$ cat config.mk
export PLATFORM = sky130hd
export DESIGN_NAME = wshb_stream_responder
export DESIGN_NICKNAME = d
export VERILOG_FILES = /design/src/rtl/wshb_stream_pkg.sv /design/src/rtl/wshb_stream_responder_sync_fifo.sv /design/src/rtl/wshb_stream_responder.sv
export SDC_FILE = /design/constraint.sdc
export NUM_CORES = 1
export LEC_CHECK = 0
export CORE_UTILIZATION = 40
export CTS_BUF_LIST = sky130_fd_sc_hd__clkbuf_8 sky130_fd_sc_hd__clkbuf_16
export DETAILED_ROUTE_END_ITERATION = 6
export SETUP_SLACK_MARGIN = 0.5
export SLEW_MARGIN = 20
export SYNTH_ARGS = -nofsm -noshare
export SYNTH_HDL_FRONTEND = slang
export SYNTH_SLANG_ARGS = --single-unit
$ cat constraint.sdc
create_clock -name sys_clk -period 12.1 [get_ports sys_clk]
set_clock_uncertainty 0.05 [all_clocks]
set_input_delay 2.42 -clock sys_clk [delete_from_list [all_inputs] [get_ports sys_clk]]
set_output_delay 2.42 -clock sys_clk [all_outputs]
set_load 0.02 [all_outputs]
$ cat src/rtl/wshb_stream_pkg.sv
// ---------------------------------------------------------------------------
// Module : wshb_stream_pkg
// Brief  : Shared Wishbone cycle-type codes, stream entry layout, FIFO helpers.
// Rev    : 1.0  initial release
// ---------------------------------------------------------------------------
`default_nettype none

package wshb_stream_pkg;

  localparam logic [2:0] CTI_CLASSIC = 3'b000;
  localparam logic [2:0] CTI_INCR    = 3'b010;
  localparam logic [2:0] CTI_EOB     = 3'b111;

  localparam int ENTRY_ADR_W = 32;
  localparam int ENTRY_DW    = 32;
  localparam int ENTRY_SEL_W = 4;

  typedef struct packed {
    logic [ENTRY_ADR_W-1:0] adr;
    logic [ENTRY_DW-1:0]    dat;
    logic [ENTRY_SEL_W-1:0] sel;
  } stream_entry_t;

  // Occupancy counter must represent 0..depth inclusive.
  function automatic int count_width(input int depth);
    return $clog2(depth) + 1;
  endfunction

endpackage

`default_nettype wire

$ cat src/rtl/wshb_stream_responder_sync_fifo.sv
// ---------------------------------------------------------------------------
// Module : sync_fifo
// Brief  : Single-clock FIFO with registered head, full/empty/count outputs.
// Rev    : 1.0  initial release
// ---------------------------------------------------------------------------
`default_nettype none

module sync_fifo
  import wshb_stream_pkg::*;
#(
  parameter int WIDTH = 8,
  parameter int DEPTH = 8
) (
  input  logic                     clk,
  input  logic                     rst_n,
  input  logic                     push,
  input  logic [WIDTH-1:0]         push_data,
  input  logic                     pop,
  output logic [WIDTH-1:0]         head_data,
  output logic                     empty,
  output logic                     full,
  output logic [$clog2(DEPTH):0]   count
);

  localparam int AW = $clog2(DEPTH);
  localparam int CW = count_width(DEPTH);

  logic [WIDTH-1:0] mem [DEPTH];
  logic [AW-1:0]    wr_ptr;
  logic [AW-1:0]    rd_ptr;
  logic [AW-1:0]    rd_next;
  logic [CW-1:0]    count_q;
  logic [WIDTH-1:0] head_q;
  logic             do_push;
  logic             do_pop;

  always_comb begin
    empty   = (count_q == '0);
    full    = (count_q == CW'(DEPTH));
    do_push = push & ~full;
    do_pop  = pop & ~empty;
    rd_next = do_pop ? rd_ptr + 1'b1 : rd_ptr;
  end

  always_ff @(posedge clk) begin
    if (do_push) begin
      mem[wr_ptr] <= push_data;
    end
  end

  always_ff @(posedge clk) begin
    if (!rst_n) begin
      wr_ptr  <= '0;
      rd_ptr  <= '0;
      count_q <= '0;
      head_q  <= '0;
    end else begin
      if (do_push) begin
        wr_ptr <= wr_ptr + 1'b1;
      end
      rd_ptr <= rd_next;
      case ({do_push, do_pop})
        2'b10:   count_q <= count_q + 1'b1;
        2'b01:   count_q <= count_q - 1'b1;
        default: count_q <= count_q;
      endcase
      // Bypass when the word being written becomes the new head this edge.
      if (do_push && (wr_ptr == rd_next)) begin
        head_q <= push_data;
      end else begin
        head_q <= mem[rd_next];
      end
    end
  end

  assign head_data = head_q;
  assign count     = count_q;

endmodule

`default_nettype wire

$ cat src/rtl/wshb_stream_responder.sv
// ---------------------------------------------------------------------------
// Module : wshb_stream_responder
// Brief  : Wishbone B4 write responder feeding a valid/ready stream via FIFO.
//          Define WSHB_STREAM_ERR_EN to answer reads and sel==0 writes with err.
// Rev    : 1.0  initial release
// ---------------------------------------------------------------------------
`default_nettype none

module wshb_stream_responder
  import wshb_stream_pkg::*;
#(
  parameter int DATA_BYTES = 4,
  parameter int ADR_W      = 32,
  parameter int DEPTH      = 8
) (
  input  logic                    sys_clk,
  input  logic                    sys_rst_n,
  input  logic                    wb_cyc,
  input  logic                    wb_stb,
  input  logic                    wb_we,
  input  logic [ADR_W-1:0]        wb_adr,
  input  logic [8*DATA_BYTES-1:0] wb_dat_ms,
  input  logic [DATA_BYTES-1:0]   wb_sel,
  input  logic [2:0]              wb_cti,
  input  logic [1:0]              wb_bte,
  output logic [8*DATA_BYTES-1:0] wb_dat_sm,
  output logic                    wb_ack,
  output logic                    wb_err,
  output logic                    wb_rty,
  output logic                    out_valid,
  input  logic                    out_ready,
  output logic [ADR_W-1:0]        out_adr,
  output logic [8*DATA_BYTES-1:0] out_dat,
  output logic [DATA_BYTES-1:0]   out_sel,
  output logic [$clog2(DEPTH):0]  fifo_count
);

  localparam int DW = 8 * DATA_BYTES;
  localparam int EW = ADR_W + DW + DATA_BYTES;

  logic          req;
  logic          burst;
  logic          sel_ok;
  logic          push;
  logic          pop;
  logic          rd_hit;
  logic          err_hit;
  logic          fifo_full;
  logic          fifo_empty;
  logic          ack_q;
  logic          err_q;
  logic          burst_q;
  logic [DW-1:0] dat_sm_q;
  logic [EW-1:0] head;
  logic          unused_bte;

  assign unused_bte = ^wb_bte;

  always_comb begin
    req   = wb_cyc & wb_stb;
    burst = (wb_cti == CTI_INCR);
`ifdef WSHB_STREAM_ERR_EN
    sel_ok  = |wb_sel;
    rd_hit  = 1'b0;
    err_hit = req & ~ack_q & ~err_q & (~wb_we | ~sel_ok);
`else
    sel_ok  = 1'b1;
    rd_hit  = req & ~wb_we & ~ack_q;
    err_hit = 1'b0;
`endif
    // burst_q lets the end-of-burst word follow an incrementing word back to back.
    push = req & wb_we & sel_ok & ~fifo_full & (~ack_q | burst | burst_q);
    pop  = out_ready & ~fifo_empty;
  end

  always_ff @(posedge sys_clk) begin
    if (!sys_rst_n) begin
      ack_q    <= 1'b0;
      err_q    <= 1'b0;
      burst_q  <= 1'b0;
      dat_sm_q <= '0;
    end else begin
      ack_q    <= push | rd_hit;
      err_q    <= err_hit;
      burst_q  <= push & burst;
      dat_sm_q <= rd_hit ? DW'(fifo_count) : '0;
    end
  end

  sync_fifo #(
    .WIDTH (EW),
    .DEPTH (DEPTH)
  ) u_fifo (
    .clk       (sys_clk),
    .rst_n     (sys_rst_n),
    .push      (push),
    .push_data ({wb_adr, wb_dat_ms, wb_sel}),
    .pop       (pop),
    .head_data (head),
    .empty     (fifo_empty),
    .full      (fifo_full),
    .count     (fifo_count)
  );

  assign {out_adr, out_dat, out_sel} = head;
  assign out_valid = ~fifo_empty;
  assign wb_ack    = ack_q;
  assign wb_err    = err_q;
  assign wb_rty    = 1'b0;
  assign wb_dat_sm = dat_sm_q;

endmodule

`default_nettype wire

==> impl_metrics.ini <==
[outcome]
status = completed

[global_route]
grt.overflow.total = 0
grt_pass1_vias = 20600
grt_max_degree = 141
grt_first_pass_wirelength_mm = 129
grt_usage = 0.222
antenna_found_initial = 8

[sta]
rsz0062_at_grt = no
finalSetupViolCount = 0
fin_crit_sh = 0.506
slew_viol_final = 0
setup_tns_ns = 0
min_period_ns = 6.12
fin_hold_ws_ns = 0.553
worst_pin_slew_ns = 1.25
max_freq_mhz = 163
timing.slew.headroom = 0.169
final-hold-violation-count = 0

[worst_hold_path]
min-delay-start = u_fifo.count[3]
hp-class = flop to flop
hold_depth = 1

[pwr]
irDropWorstVdd_uv = 110
power_uw = 6730
p_seq_frac = 0.382
switchingPower_uw = 2160
powerDensity_nw_per_um2 = 192
internal_power_uw = 4570
power_frac_clock = 0.302
leakagePower_uw = 0.0110
combPwrFrac = 0.316
swShare = 0.321

[cts]
cts.clk_slew.worst_paths_ns = 0.06
cts_root_buffer = clkbuf_16
cts_max_path_buffers = 3
cts_max_level = 3
cts_hold_buf = 0
cts_resized = 0
clock_latency_ns = 0.61
cts_setup_buffers = 0
cts_made_buffers = 71
cts_tree = yes
cts.sinks = 628

[floorplanning]
num_rows = 100
die_w_um = 278
initial_core_util = 0.406
ios = 187
core_area_um2 = 74800
dieArea_um2 = 77100
die_h_um = 278

[placed_design]
dpl.hpwl_mm = 43.2
portBuffers = 154
gp_congestion = 0.741
dpl.cell_count = 3142

[synthesis]
synth_edf_count = 544
yosys.cell_types.count = 48
synth_top_area_cell = edfxtp_1
synthTopCellsByCount = mux2i_1 (545), edfxtp_1 (544), clkbuf_1 (185)
synth.avg_cell_area_um2 = 13.9
async_flop_share = 0
synth_area_um2 = 30400
synth_most_common_cell = mux2i_1
synth.yosys.seq_area_share = 0.593
ys_warn_count = 0
synthTopCellsByArea = edfxtp_1 (54%), mux2i_1 (18%), dfxtp_1 (5.5%)
ys_ff_latch = 628
yosys_most_used_dff = edfxtp_1
syn_inst = 2188
synth_top_area_share = 0.537

[drt]
drt_iter0_drc = 1642
viasPerCell = 6.16
drc = 0
totalWireLength_mm = 87.4
routedWlPerCell_um = 26.7
ant_nets = 0
firstDrtPassIters = 6
dr_total_vias = 20200

[worst_setup_path]
end_kind = flop
cp.arrival_ns = 6.57
crit_path_frequent_cell = buf_4
max_stage_delay_ns = 0.91
criticalPathCategory = input port to flop
crit_path_start_kind = input port
regToRegSetupSlack_ns = 7.48
worstRegToRegCells = 9
critPathMaxFanout = 139
r2r_start = u_fifo.count[1]
crit_start = out_ready
worstPathRequired_ns = 12.54
cpMaxStageDelayCell = buf_4
cp_cell_sequence = clkdlybuf4s50_1 > o41ai_4 > buf_12 > inv_6 > mux2i_1 > xnor2_2 > buf_4 > buf_4 > o221ai_1 > o221a_2

[final_layout]
fillers = 6500
final_util = 0.468
final-instance-count-excl-fill = 3276
area_growth_pct = 15.1
fin_nets = 2331
layout-drive-gt1-share = 0.119

[run]
cap_violations = 0
[worst max-delay path: cells and delay by family]
family | cells | cell delay [ns]
muxes | 1 | 0.41
xor gates and xnor gates | 1 | 0.16
buffers and inverters | 5 | 2.74
AOI/OAI and AO/OA | 3 | 0.64
[path summary, 6_finish.rpt]
check	endpoint
worst max-delay path	u_fifo.head_data[22]
worst min-delay path	wb_dat_sm[3]
worst max register to register	u_fifo.head_data[22]
worst min register to register	wb_dat_sm[3]
[logic make-up (layout without fill, tap and decap cells)]
logic type / after synthesis / in the layout / synth area share
buffers and inverters: 251 / 340 / 0.0351
and+or+nand+nor: 121 / 121 / 0.0184
muxes: 615 / 615 / 0.205
AOI/OAI and AO/OA: 554 / 554 / 0.142
xor gates and xnor gates: 13 / 13 / 0.00420
adders and majority gates: 5 / 5 / 0.00206
other: 1 / 31 / 0.000123
DFF: 628 / 628 / 0.593
[routing by layer]
| layer | global-route usage | share of wire | up-vias |
|---|---|---|---|
| li1 | - | - | 8908 |
| met4 | 0.0800 | 0.024 | 14 |
| met3 | 0.0412 | 0.064 | 173 |
| met5 | 0 | 0.0010 | - |
| met1 | 0.287 | 0.43 | 10300 |
| met2 | 0.371 | 0.48 | 775 |
[per-stage QoR]
step	setup slack, ns	instance area [um^2]
6_report	5.98	35000
5_1_grt	5.91	35000
4_1_cts	6.04	35000
3_5_place_dp	5.47	32800
3_3_place_gp	5.50	32800
2_1_floorplan	0.540	30500
[cell usage in the layout, fill, tap and decap left out, drive strengths merged, types with 8 or more instances in the layout]
| cell | instances |
|---|---|
| mux2 | 70 |
| o221a | 68 |
| edfxtp | 544 |
| conb | 30 |
| o31ai | 67 |
| nor2 | 71 |
| o32ai | 67 |
| and2 | 9 |
| mux2i | 545 |
| clkdlybuf4s50 | 153 |
| clkinv | 26 |
| a211oi | 68 |
| inv | 28 |
| nand2 | 11 |
| dfxtp | 84 |
| buf | 51 |
| o221ai | 68 |
| a21oi | 71 |
| nor3 | 8 |
| o21ai | 73 |
| clkbuf | 78 |
| o22a | 67 |
[flip-flops by register name (all words and copies together) (netlist names)]
name	count
wb_ack	1
u_fifo.head_data	68
u_fifo.rd_ptr	3
u_fifo.count	4
u_fifo.mem	544
u_fifo.wr_ptr	3
burst_q	1
wb_dat_sm	4
[area by class of cell]
cell class | count | area [um^2] | share of cell area
Sequential cell | 628 | 18000 | 0.515
Inverter | 4 | 20.0 | 0.000572
Multi-Input combinational cell | 1338 | 11600 | 0.330
Antenna cell | 1 | 2.50 | 0.0000715
Clock buffer | 78 | 1920 | 0.0548
Tap cell | 969 | 1210 | 0.0346
Timing Repair Buffer | 204 | 1960 | 0.0560
Clock inverter | 54 | 292 | 0.00833
[power by group through the flow]
stage	Combinational (uW)	Sequential [uW]	Clock, uW
3_3_place_gp	2080	2620	0
5_1_grt	2260	2580	2160
4_1_cts	2110	2580	2070
6_report	2130	2570	2030
3_5_place_dp	2100	2620	0
2_1_floorplan	1390	2670	0
Note: power is estimated with default switching activity, not from simulation.
